[src/rtl/gray_ctrl_pkg.sv]
// Shared types for the gray-converter frame controller: FSM state encoding
// and the default camera geometry.
package gray_ctrl_pkg;

    typedef enum logic [1:0] {
        IDLE     = 2'd0,
        WAIT_SOF = 2'd1,
        ACTIVE   = 2'd2,
        RESYNC   = 2'd3
    } state_t;

    localparam int DEF_IMG_WIDTH  = 640;
    localparam int DEF_IMG_HEIGHT = 480;

endpackage

[src/rtl/gray_frame_ctrl_if.sv]
// Video handshake bundle: camera AXI4-Stream input side and converter output side.
// The slave modport is the frame controller; the master modport is its surroundings.
interface gray_frame_ctrl_if #(
    parameter int AXI_WIDTH = 24
) ();

    logic [AXI_WIDTH-1:0] s_axi_video_tdata;
    logic                 s_axi_video_tvalid;
    logic                 s_axi_video_tuser;
    logic                 s_axi_video_tlast;
    logic                 s_axi_video_tready;

    logic [AXI_WIDTH-1:0] m_conv_tdata;
    logic                 m_conv_tvalid;
    logic                 m_conv_tuser;
    logic                 m_conv_tlast;
    logic                 m_conv_tready;

    modport slave (
        input  s_axi_video_tdata,
        input  s_axi_video_tvalid,
        input  s_axi_video_tuser,
        input  s_axi_video_tlast,
        output s_axi_video_tready,
        output m_conv_tdata,
        output m_conv_tvalid,
        output m_conv_tuser,
        output m_conv_tlast,
        input  m_conv_tready
    );

    modport master (
        output s_axi_video_tdata,
        output s_axi_video_tvalid,
        output s_axi_video_tuser,
        output s_axi_video_tlast,
        input  s_axi_video_tready,
        input  m_conv_tdata,
        input  m_conv_tvalid,
        input  m_conv_tuser,
        input  m_conv_tlast,
        output m_conv_tready
    );

endinterface

[src/rtl/gray_frame_ctrl.sv]
// Frame controller ahead of the RGB-to-gray converter: locks onto SOF, forwards
// only geometry-checked frames through a one-deep output register, flags framing errors.
module gray_frame_ctrl
    import gray_ctrl_pkg::*;
#(
    parameter int AXI_WIDTH  = 24,
    parameter int IMG_WIDTH  = DEF_IMG_WIDTH,
    parameter int IMG_HEIGHT = DEF_IMG_HEIGHT,
    parameter int COL_W      = $clog2(IMG_WIDTH),
    parameter int ROW_W      = $clog2(IMG_HEIGHT)
) (
    input  logic              clk,
    input  logic              rst,
    input  logic              enable,
    gray_frame_ctrl_if.slave  vid,
    output logic              frame_start,
    output logic              frame_done,
    output logic              err_line,
    output logic              err_sof,
    output logic [COL_W-1:0]  col,
    output logic [ROW_W-1:0]  row,
    output logic [15:0]       frame_cnt
);

    localparam logic [COL_W-1:0] COL_LAST = COL_W'(IMG_WIDTH - 1);
    localparam logic [ROW_W-1:0] ROW_LAST = ROW_W'(IMG_HEIGHT - 1);
    localparam logic [COL_W-1:0] COL_ZERO = {COL_W{1'b0}};
    localparam logic [ROW_W-1:0] ROW_ZERO = {ROW_W{1'b0}};
    localparam logic [COL_W-1:0] COL_ONE  = COL_W'(1);
    localparam logic [ROW_W-1:0] ROW_ONE  = ROW_W'(1);

    state_t               r_state;
    logic [AXI_WIDTH-1:0] r_m_tdata;
    logic                 r_m_tvalid;
    logic                 r_m_tuser;
    logic                 r_m_tlast;
    logic                 r_frame_start;
    logic                 r_frame_done;
    logic                 r_err_line;
    logic                 r_err_sof;
    logic [COL_W-1:0]     r_col;
    logic [ROW_W-1:0]     r_row;
    logic [15:0]          r_frame_cnt;

    logic w_slot_free;
    logic w_tready;
    logic w_acc;
    logic w_col_last;
    logic w_row_last;
    logic w_at_origin;

    // The output slot can take a new beat when empty or being drained this cycle.
    assign w_slot_free = !r_m_tvalid || vid.m_conv_tready;
    assign w_tready    = !rst && (r_state != IDLE) && w_slot_free;
    assign w_acc       = vid.s_axi_video_tvalid && w_tready;
    assign w_col_last  = (r_col == COL_LAST);
    assign w_row_last  = (r_row == ROW_LAST);
    assign w_at_origin = (r_col == COL_ZERO) && (r_row == ROW_ZERO);

    assign vid.s_axi_video_tready = w_tready;
    assign vid.m_conv_tdata       = r_m_tdata;
    assign vid.m_conv_tvalid      = r_m_tvalid;
    assign vid.m_conv_tuser       = r_m_tuser;
    assign vid.m_conv_tlast       = r_m_tlast;

    assign frame_start = r_frame_start;
    assign frame_done  = r_frame_done;
    assign err_line    = r_err_line;
    assign err_sof     = r_err_sof;
    assign col         = r_col;
    assign row         = r_row;
    assign frame_cnt   = r_frame_cnt;

    // Frame FSM, position counters, event pulses and the output register.
    always_ff @(posedge clk) begin
        if (rst) begin
            r_state       <= IDLE;
            r_m_tdata     <= {AXI_WIDTH{1'b0}};
            r_m_tvalid    <= 1'b0;
            r_m_tuser     <= 1'b0;
            r_m_tlast     <= 1'b0;
            r_frame_start <= 1'b0;
            r_frame_done  <= 1'b0;
            r_err_line    <= 1'b0;
            r_err_sof     <= 1'b0;
            r_col         <= COL_ZERO;
            r_row         <= ROW_ZERO;
            r_frame_cnt   <= 16'd0;
        end else begin
            r_frame_start <= 1'b0;
            r_frame_done  <= 1'b0;
            r_err_line    <= 1'b0;
            r_err_sof     <= 1'b0;
            // Slot empties once drained; a forwarded beat below overrides this.
            if (w_slot_free) begin
                r_m_tvalid <= 1'b0;
            end
            case (r_state)
                IDLE: begin
                    if (enable) begin
                        r_state <= WAIT_SOF;
                    end
                end
                WAIT_SOF, RESYNC: begin
                    if ((r_state == RESYNC) && !enable) begin
                        r_state <= IDLE;
                    end else if (w_acc && vid.s_axi_video_tuser) begin
                        r_m_tvalid    <= 1'b1;
                        r_m_tdata     <= vid.s_axi_video_tdata;
                        r_m_tuser     <= 1'b1;
                        r_m_tlast     <= 1'b0;
                        r_frame_start <= 1'b1;
                        r_col         <= COL_ONE;
                        r_row         <= ROW_ZERO;
                        r_state       <= ACTIVE;
                    end
                end
                ACTIVE: begin
                    if (w_acc) begin
                        r_m_tvalid <= 1'b1;
                        r_m_tdata  <= vid.s_axi_video_tdata;
                        if (vid.s_axi_video_tuser && !w_at_origin) begin
                            // Early SOF wins over any line error on the same beat.
                            r_m_tuser     <= 1'b1;
                            r_m_tlast     <= 1'b0;
                            r_err_sof     <= 1'b1;
                            r_frame_start <= 1'b1;
                            r_col         <= COL_ONE;
                            r_row         <= ROW_ZERO;
                        end else begin
                            r_m_tuser <= 1'b0;
                            r_m_tlast <= w_col_last || vid.s_axi_video_tlast;
                            if (w_col_last && vid.s_axi_video_tlast) begin
                                r_col <= COL_ZERO;
                                if (w_row_last) begin
                                    r_row        <= ROW_ZERO;
                                    r_frame_done <= 1'b1;
                                    r_frame_cnt  <= r_frame_cnt + 16'd1;
                                    r_state      <= enable ? WAIT_SOF : IDLE;
                                end else begin
                                    r_row <= r_row + ROW_ONE;
                                end
                            end else if (w_col_last || vid.s_axi_video_tlast) begin
                                r_err_line <= 1'b1;
                                r_col      <= COL_ZERO;
                                r_row      <= ROW_ZERO;
                                r_state    <= RESYNC;
                            end else begin
                                r_col <= r_col + COL_ONE;
                            end
                        end
                    end
                end
                default: begin
                    r_state <= IDLE;
                end
            endcase
        end
    end

endmodule

[src/flat_wrapper.sv]
// flat-port wrapper written by rule: the top's interface ports become plain ports
module gray_frame_ctrl_flat import gray_ctrl_pkg::*;
#(
    parameter int AXI_WIDTH  = 24,
    parameter int IMG_WIDTH  = DEF_IMG_WIDTH,
    parameter int IMG_HEIGHT = DEF_IMG_HEIGHT,
    parameter int COL_W      = $clog2(IMG_WIDTH),
    parameter int ROW_W      = $clog2(IMG_HEIGHT)
)
  (clk, rst, enable, frame_start, frame_done, err_line, err_sof, col, row, frame_cnt, vid_s_axi_video_tdata, vid_s_axi_video_tvalid, vid_s_axi_video_tuser, vid_s_axi_video_tlast, vid_s_axi_video_tready, vid_m_conv_tdata, vid_m_conv_tvalid, vid_m_conv_tuser, vid_m_conv_tlast, vid_m_conv_tready);
  gray_frame_ctrl_if #(.AXI_WIDTH(AXI_WIDTH)) vid_i ();
  input  logic clk;
  input  logic rst;
  input  logic enable;
  output logic frame_start;
  output logic frame_done;
  output logic err_line;
  output logic err_sof;
  output logic [COL_W-1:0] col;
  output logic [ROW_W-1:0] row;
  output logic [15:0] frame_cnt;
  input wire logic [$bits(vid_i.s_axi_video_tdata)-1:0] vid_s_axi_video_tdata;
  input wire logic [$bits(vid_i.s_axi_video_tvalid)-1:0] vid_s_axi_video_tvalid;
  input wire logic [$bits(vid_i.s_axi_video_tuser)-1:0] vid_s_axi_video_tuser;
  input wire logic [$bits(vid_i.s_axi_video_tlast)-1:0] vid_s_axi_video_tlast;
  output wire logic [$bits(vid_i.s_axi_video_tready)-1:0] vid_s_axi_video_tready;
  output wire logic [$bits(vid_i.m_conv_tdata)-1:0] vid_m_conv_tdata;
  output wire logic [$bits(vid_i.m_conv_tvalid)-1:0] vid_m_conv_tvalid;
  output wire logic [$bits(vid_i.m_conv_tuser)-1:0] vid_m_conv_tuser;
  output wire logic [$bits(vid_i.m_conv_tlast)-1:0] vid_m_conv_tlast;
  input wire logic [$bits(vid_i.m_conv_tready)-1:0] vid_m_conv_tready;
  assign vid_i.s_axi_video_tdata = vid_s_axi_video_tdata;
  assign vid_i.s_axi_video_tvalid = vid_s_axi_video_tvalid;
  assign vid_i.s_axi_video_tuser = vid_s_axi_video_tuser;
  assign vid_i.s_axi_video_tlast = vid_s_axi_video_tlast;
  assign vid_s_axi_video_tready = vid_i.s_axi_video_tready;
  assign vid_m_conv_tdata = vid_i.m_conv_tdata;
  assign vid_m_conv_tvalid = vid_i.m_conv_tvalid;
  assign vid_m_conv_tuser = vid_i.m_conv_tuser;
  assign vid_m_conv_tlast = vid_i.m_conv_tlast;
  assign vid_i.m_conv_tready = vid_m_conv_tready;
  gray_frame_ctrl #(.AXI_WIDTH(AXI_WIDTH), .IMG_WIDTH(IMG_WIDTH), .IMG_HEIGHT(IMG_HEIGHT), .COL_W(COL_W), .ROW_W(ROW_W)) u_core (.clk(clk), .rst(rst), .enable(enable), .vid(vid_i), .frame_start(frame_start), .frame_done(frame_done), .err_line(err_line), .err_sof(err_sof), .col(col), .row(row), .frame_cnt(frame_cnt));
endmodule
[config.mk]
export PLATFORM = sky130hd
export DESIGN_NAME = gray_frame_ctrl_flat
export DESIGN_NICKNAME = d
export VERILOG_FILES = /design/src/rtl/gray_ctrl_pkg.sv /design/src/rtl/gray_frame_ctrl_if.sv /design/src/rtl/gray_frame_ctrl.sv /design/src/flat_wrapper.sv
export SDC_FILE = /design/constraint.sdc
export NUM_CORES = 1
export LEC_CHECK = 0
export CAP_MARGIN = 10
export CORE_UTILIZATION = 43
export CTS_CLUSTER_DIAMETER = 40
export DETAILED_ROUTE_END_ITERATION = 6
export GPL_TIMING_DRIVEN = 0
export PLACE_DENSITY = 0.84
export SYNTH_ARGS = -nofsm -noshare
export SYNTH_HDL_FRONTEND = slang
export SYNTH_SLANG_ARGS = --single-unit
[constraint.sdc]
create_clock -name clk -period 2.1 [get_ports clk]
set_input_delay 0.525 -clock clk [delete_from_list [all_inputs] [get_ports clk]]
set_output_delay 0.525 -clock clk [all_outputs]
set_load 0.02 [all_outputs]
Word-level counts from Yosys, hierarchy flattened
Cells that the tools add are included.
{ "classes": {"n_addsub": 3, "reduce_logical": 27, "bitwise": 4, "n_eq_ne": 14, "mux": 50} }
{ "op_table": {"columns": ["cell", "n"], "rows": [
  ["24-bit 2-to-1 mux", 3],
  ["9-bit 2-to-1 mux", 7],
  ["10-bit 2-to-1 mux", 6],
  ["24-bit case mux with 2 select lines", 1],
  ["10-bit case mux with 2 select lines", 1],
  ["1-bit 2-to-1 mux", 18],
  ["9-bit case mux with 2 select lines", 1],
  ["16-bit by 1-bit adder with 16-bit output, second input constant", 1],
  ["2-bit 2-to-1 mux", 8],
  ["10-bit by 1-bit adder with 10-bit output, second input constant", 1],
  ["10-bit equality test, second input constant", 1],
  ["10-bit zero test", 1],
  ["5-bit AND reduction", 2],
  ["5-bit OR reduction", 2],
  ["9-bit by 1-bit adder with 9-bit output, second input constant", 1],
  ["9-bit equality test, second input constant", 1],
  ["9-bit zero test", 1],
  ["1-bit logical AND", 8],
  ["1-bit case mux with 2 select lines", 4],
  ["2-bit inequality test, second input constant", 3],
  ["3-bit by 1-bit inequality test with 1-bit output, second input constant", 2],
  ["2-bit case mux with 3 select lines", 1],
  ["6-bit AND reduction", 1],
  ["2-bit equality test, second input constant", 2],
  ["other kinds (11)", 21]
]} }
{ "word_totals": {"output_inout_bits": 67, "wordCells": 110, "ff_bits": 68} }

Longest topological paths before layout
Gate-level depths: netlist of the first run.
{ "logic_depth": {"depth_word": 8, "depth_mapped": 9, "depth_no_buf": 7} }

Worst setup path after synthesis of the first run
No wires, ideal clock.
{ "synth_path": {"kind": "input to output", "startpoint": "in rst", "endpoint": "out vid_s_axi_video_tready", "setup_slack_ps": -77, "cell_stages": 4, "t_arrival_ps": 1652, "required_time_ps": 1575, "cell_sequence": "clkbuf_1 -> clkbuf_1 -> clkbuf_1 -> nor3_1"} }
{ "synth_between": {"elab_chain_len": 3} }
{ "synth_rtl": {"columns": ["element", "line", "rtl"], "rows": [
  ["start, declared", "flat_wrapper.sv:13", "input logic rst;"],
  ["1-bit zero test", "gray_frame_ctrl.sv:54", "assign w_tready = !rst && (r_state != IDLE) && w_slot_free;"],
  ["1-bit logical AND (2 in series)", "gray_frame_ctrl.sv:54", null],
  ["end, declared", "flat_wrapper.sv:26", "output wire logic [$bits(vid_i.s_axi_video_tready)-1:0] vid_s_axi_video_tready;"]
]} }
No other way between the ends.

Worst setup path in the final report of the first run
{ "layout_path": {"startpoint": "reg u_core.r_col[1], in the netlist u_core.col[1]", "endpoint": "reg u_core.r_frame_cnt[13], in the netlist u_core.frame_cnt[13]"} }
{ "layout_between": {"elab_chain_len": 6, "elab_cells_between_ends": 8, "cone_classes": "eq/ne (1); bitwise (1); reduce/logical (6)"} }
{ "layout_rtl": {"columns": ["element", "line", "rtl"], "rows": [
  ["start, declared", "gray_frame_ctrl.sv:41", "logic [COL_W-1:0] r_col;"],
  ["start signal, assigned", "gray_frame_ctrl.sv:149", "r_col <= r_col + COL_ONE;"],
  ["10-bit zero test", "gray_frame_ctrl.sv:58", "assign w_at_origin = (r_col == COL_ZERO) && (r_row == ROW_ZERO);"],
  ["1-bit logical AND", "gray_frame_ctrl.sv:58", null],
  ["1-bit zero test", "gray_frame_ctrl.sv:122", "if (vid.s_axi_video_tuser && !w_at_origin) begin"],
  ["1-bit logical AND", "gray_frame_ctrl.sv:122", null],
  ["1-bit NOT (no source line)", null, null],
  ["5-bit AND reduction (no source line) (*)", null, null],
  ["end signal, assigned", "gray_frame_ctrl.sv:138", "r_frame_cnt <= r_frame_cnt + 16'd1;"],
  ["end, declared", "gray_frame_ctrl.sv:43", "logic [15:0] r_frame_cnt;"]
]} }
Mark *: on every way between the ends. The rest lies on a longest branch, timed or not.
A chain may end at the register's enable or synchronous reset.

==> impl_metrics.toml, run 1 <==
[outcome]
outcome = "complete, but fails checks"
violations = "negative setup slack"

[synth]
netlist-cell-type-count = 52
netlist.area_leader.share_pct = 40.1
syn_area_um2 = 3400
syn_nets = 454
yosys.area.top_type = "dfxtp_1"
syn_avg_cell_area_um2 = 8.13
synth_edf_count = 0
synthTopCellsByCount = "68 x dfxtp_1, 68 x nand2_1, 38 x a21oi_1"
ys_ff_latch = 68
synthCells = 418
ys.flop_type = "dfxtp_1"
synth-async-reset-ratio_pct = 0
synth_area_leaders = "dfxtp_1 40%, nand2_1 7.5%, a21oi_1 5.6%"
yosys_warnings = 0
seq_area_frac_synth_pct = 40.1

[min_path]
hp-class = "reg -> reg"

[timing]
rsz0062_at_grt = "true"
finalCriticalPeriod_ps = 2120
tightest_slew_ps = 593
timing.fmax_mhz = 472
layout_setup_ws_ps = -20.4
finalMaxSlewViolations = 0
finalClockSkew_ps = 11.0
post-route-period-util_pct = 101
setup_viol = 2
hold_violations = 0
slew_headroom_pct = 60.5

[clocking]
cts-htree-levels = 3
cts_hold_buf = 0
root_buffer = "clkbuf_8"
insertion_delay_ps = 360
clockBufferDepth = 2
numCtsBuffers = 9
cts_sinks = 68
cts_tree = "built"
cts.clk_slew.worst_paths_ps = 80

[routing]
post-route-drc-count = 0
postRouteAntennaNets = 0
vias_per_cell = 5.85
vias = 3829
wl_per_cell_um = 17.1
drt-pass1-iter-count = 6
wl_um = 11200
drt-initial-drc-count = 298

[placed_design]
io_buffers = 96
placed_area_um2 = 4500
dp_hpwl_um = 7020
gp_congestion = 0.893
pre_cts_ws_ps = -855
dp_cells = 616

[setup_path]
critPathBufInv = 2
cp.arrival_ps = 2360
crit_chain = "inv_1 > ha_2 > nor4bb_4 > and3_4 > a21oi_4 > clkbuf_16 > nor4_4 > mux2_4"
crit_path_max_incr_delay_ps = 370
critPathMaxFanout = 8
cp-end-kind = "flop"
critPathLaunchType = "flop"
critPathKind = "reg -> reg"
required_ps = 2340
cpLargestDelayFamily = "simple AND/OR/NAND/NOR gates"
slowest_stage = "dfxtp_4"

[global_route]
overflow = 0
grt_start_max_net_pins = 13
antenna_found_initial = 0
grt_pass1_vias = 3475
track_usage_pct = 25.0
grt_pass1_wl_um = 16500

[die]
die_area_um2 = 8260
core_um2 = 7690
fp.dieH_um = 90.9
dieWidth_um = 90.9
ios = 98
num_rows = 32
start_util_pct = 44.2

[finish]
fin_cells = 654
area_delta_synth_final_pct = 56.1
drive_gt1_share_pct = 23.7
postLayoutCoreUtil_pct = 69.0
antenna_cells = 0
fin_area_um2 = 5310
final_nets = 584

[pwr]
p_per_area_nw_per_um2 = 517
switching_share_pct = 24.5
seqPwrFrac_pct = 47.2
total_power_mw = 2.74
p_sw_uw = 671
p_leak_nw = 1.96
ir_drop_uv = 431
comb_power_share_pct = 8.6
power.internal_mw = 2.07
pwr-share-clk_pct = 44.2

[job]
maxCapViolCount = 0
==> tightest hold or removal path, cell delays in order (launching register included) <==
cell and delay, ps:
dfxtp_1 310, nand2_1 50, a21oi_1 50
==> final cells by class <==
class / instances / area, um^2
Timing Repair Buffer: 119 / 1190
Tap cell: 102 / 128
Sequential cell: 68 / 1390
Clock inverter: 6 / 88.8
Fill cell: 577 / 2380
Buffer: 27 / 215
Clock buffer: 9 / 124
Multi-Input combinational cell: 310 / 2120
Inverter: 13 / 51.3
==> sequential cells by signal (all words and copies together) (netlist names) <==
signal / count
u_core.frame_start: 1
u_core.err_line: 1
u_core.col: 10
u_core.vid.m_conv_tuser: 1
u_core.row: 9
u_core.err_sof: 1
u_core.vid.m_conv_tlast: 1
u_core.vid.m_conv_tvalid: 1
u_core.frame_done: 1
u_core.r_state: 2
u_core.frame_cnt: 16
u_core.vid.m_conv_tdata: 24
==> per-layer routing <==
layer | share of wire, % | routed length, um | track usage [%] | vias up
met2 | 49 | 5470 | 43.0 | 221
met4 | 4.2 | 473 | 13.0 | 0
met1 | 39 | 4410 | 30.1 | 1794
met3 | 7.3 | 819 | 3.62 | 56
li1 | - | - | - | 1758
met5 | 0 | 0 | 0 | -
==> logic make-up after synthesis <==
logic type | share of synthesized area (%)
DFF | 40.1
AOI/OAI and AO/OA | 15.8
buffers and inverters | 5.67
and+or+nand+nor | 31.4
muxes | 3.90
xor gates and xnor gates | 1.29
adders and majority gates | 1.84
==> per-stage QoR <==
| step | hold slack [ps] | setup TNS (ps) |
|---|---|---|
| 6_report | 455 | -30.7 |
| 5_1_grt | 482 | -435 |
| 4_1_cts | 457 | -171 |
| 3_5_place_dp | 447 | -36560 |
| 3_3_place_gp | 442 | -31780 |
| 2_1_floorplan | 511 | 0 |
==> power by group through the flow <==
stage,Sequential (mW),Clock (mW),Combinational (mW)
after floorplan,1.34,0,0.0905
after global placement,1.33,0,0.194
after detailed placement,1.33,0,0.198
after CTS,1.30,1.20,0.217
after global routing,1.30,1.27,0.250
final,1.30,1.21,0.235
==> path summary, 6_finish.rpt <==
| check | slack [ps] | end | startpoint | cells past startpoint |
|---|---|---|---|---|
| worst max register to register | -20 | u_core.frame_cnt[13] | u_core.col[1] | 8 |
| worst max-delay path | -20 | u_core.frame_cnt[13] | u_core.col[1] | 8 |
| worst min register to register | 460 | u_core.vid.m_conv_tdata[11] | u_core.vid.m_conv_tdata[11] | 2 |
| worst min-delay path | 460 | u_core.vid.m_conv_tdata[11] | u_core.vid.m_conv_tdata[11] | 2 |
==> layout by cell type (no fill, tap or decap), types with 9 or more instances in the layout <==
| cell | instances |
|---|---|
| dfxtp_2 | 13 |
| buf_6 | 10 |
| clkbuf_8 | 10 |
| nand2_1 | 67 |
| nand4_1 | 15 |
| nor2b_1 | 10 |
| buf_4 | 23 |
| nand3_1 | 14 |
| dfxtp_1 | 51 |
| clkdlybuf4s50_1 | 90 |
| and3_1 | 9 |
| inv_1 | 12 |
| a21oi_1 | 36 |
| nor2_1 | 31 |
==> what timing repair did <==
action                                 4_1_cts  5_1_grt
cloned                                       0        1
gates resized for setup                     47       67
setup endpoints to repair                   66       62
buffers inserted                             8       14
pin swaps                                    6       20
endpoints found under the hold margin        0        0
No activity file was read; power rests on OpenSTA's default activity.
==> inputs of run 2 (changes only) <==
--- a/config.mk
+++ b/config.mk
@@ -14,3 +14,4 @@
 export SYNTH_ARGS = -nofsm -noshare
 export SYNTH_HDL_FRONTEND = slang
 export SYNTH_SLANG_ARGS = --single-unit
+export TNS_END_PERCENT = 10
==> impl_metrics.toml, run 2 (synthesis results as in run 1) <==
[pwr]
total_power_mw = 2.88
p_per_area_nw_per_um2 = 551
ir_drop_uv = 416
p_leak_nw = 1.94

[finish]
final_common_cell = "clkdlybuf4s50_1"
fin_cells = 650
antenna_cells = 0
drive_gt1_share_pct = 20.4
area_delta_synth_final_pct = 53.9
final_cell_mix = "91 x clkdlybuf4s50_1, 68 x nand2_1, 60 x dfxtp_1"
fin_area_um2 = 5230
final_nets = 579
largest_reg_flops = 24

[clocking]
insertion_delay_ps = 350
clockBufferDepth = 2
cts_sinks = 68
cts-htree-levels = 3
numCtsBuffers = 9
root_buffer = "clkbuf_8"
cts.clk_slew.worst_paths_ps = 80
cts_tree = "built"

[setup_path]
worstRegToRegCells = 9
critPathKind = "reg -> reg"
cp-end-kind = "flop"
critPathLaunchType = "flop"
critPathMaxFanout = 7
r2r_slack_ps = -40
required_ps = 2340
r2r_end = "u_core.frame_cnt[15]"
cp.arrival_ps = 2380
timing.rr.start = "u_core.col[0]"

[global_route]
grt_pass1_vias = 3454
overflow = 0
track_usage_pct = 25.5
grt_pass1_wl_um = 16700
grt_start_max_net_pins = 13
antenna_found_initial = 0

[outcome]
violations = "negative setup slack"
outcome = "complete, but fails checks"

[placed_design]
io_buffers = 96
gp_congestion = 0.904
dp_cells = 616
dp_hpwl_um = 7020
placed_area_um2 = 4490

[die]
dieWidth_um = 90.9
die_area_um2 = 8260
ios = 98
core_um2 = 7690
start_util_pct = 44.2
fp.dieH_um = 90.9
num_rows = 32

[routing]
vias = 3731
post-route-drc-count = 0
wl_um = 11100
drt-pass1-iter-count = 5
wl_met2_um = 5620
met1_length_um = 4380
drt-initial-drc-count = 259
wl_per_cell_um = 17.0
postRouteAntennaNets = 0
highest_layer = "met4"
vias_per_cell = 5.74
wl_met3_um = 704

[timing]
hold_violations = 0
finalCriticalPeriod_ps = 2140
layout_setup_ws_ps = -41.0
post-route-period-util_pct = 102
finalClockSkew_ps = 9.98
setup_viol = 6
tightest_slew_ps = 575
timing.fmax_mhz = 467
rsz0062_at_grt = "true"
hold_slack_ps = 457
setup_tns_ps = -156
slew_headroom_pct = 61.7
finalMaxSlewViolations = 0

[min_path]
min_delay_path_depth = 2
hp-class = "reg -> reg"
min_to = "u_core.vid.m_conv_tdata[18]"
hold_start = "u_core.vid.m_conv_tdata[18]"

[job]
maxCapViolCount = 0
-- run 2: cell types whose count changed in the layout (fill, tap and decap cells not counted), moves of 3 or more --
| cell | change |
|---|---|
| dfxtp_1 | +9 |
| dfxtp_2 | -9 |
| buf_4 | -7 |
| mux2_2 | +4 |
| mux2_4 | -4 |
| buf_2 | +3 |
-- run 2: per-layer routing --
metal	vias to the layer above	track usage (%)
met3	39	3.54
met2	171	44.5
met1	1771	30.8
met5	-	0
li1	1750	-
met4	0	11.6
-- run 2: worst max-delay path: stages (launching register included) --
cell and delay (ps):
dfxtp_2 390, ha_4 170, and3_1 150, buf_2 160, and3_1 170, buf_4 170
nand4_1 120, buf_4 190, nor4_4 160, mux2_2 360
-- run 2: layout make-up --
cell class                      count  area (um^2)
Multi-Input combinational cell    310         2080
Timing Repair Buffer              114         1140
Inverter                           13         48.8
Clock inverter                      6          111
Sequential cell                    68         1380
Tap cell                          102          128
Clock buffer                       10          138
Fill cell                         601         2460
Buffer                             27          199
-- run 2: timing repair --
action	in CTS	in global routing
setup endpoints to repair	66	63
pin swaps	4	13
setup buffers	11	6
cloned	0	1
hold buffers	0	0
gates resized for setup	38	48
-- run 2: through the flow --
stage / utilization (%) / setup slack, ps
after global routing: 68.0 / -91.4
after global placement: 58.4 / -898
after floorplan: - / -34.8
after detailed placement: 58.4 / -915
final: 68.0 / -41.0
after CTS: 64.6 / -47.7
-- run 2: how the worst max path moves through the flow --
stage / startpoint / to / slack, ps / cells after the start
finish: u_core.col[0] / u_core.frame_cnt[15] / -40 / 9
global route: u_core.col[0] / u_core.frame_cnt[14] / -90 / 8
CTS: vid_m_conv_tready / u_core.frame_cnt[12] / -50 / 9
detailed placement: rst / vid_s_axi_video_tready / -910 / 5
global placement: rst / vid_s_axi_video_tready / -900 / 5
floorplan: u_core.col[1] / u_core.frame_cnt[13] / -30 / 8
-- run 2: where the power goes --
| group | internal (mW) | switching, mW | total, mW |
|---|---|---|---|
| clock | 0.821 | 0.524 | 1.35 |
| sequential | 1.29 | 0.00552 | 1.30 |
| combinational | 0.123 | 0.118 | 0.241 |
| total | 2.24 | 0.648 | 2.88 |
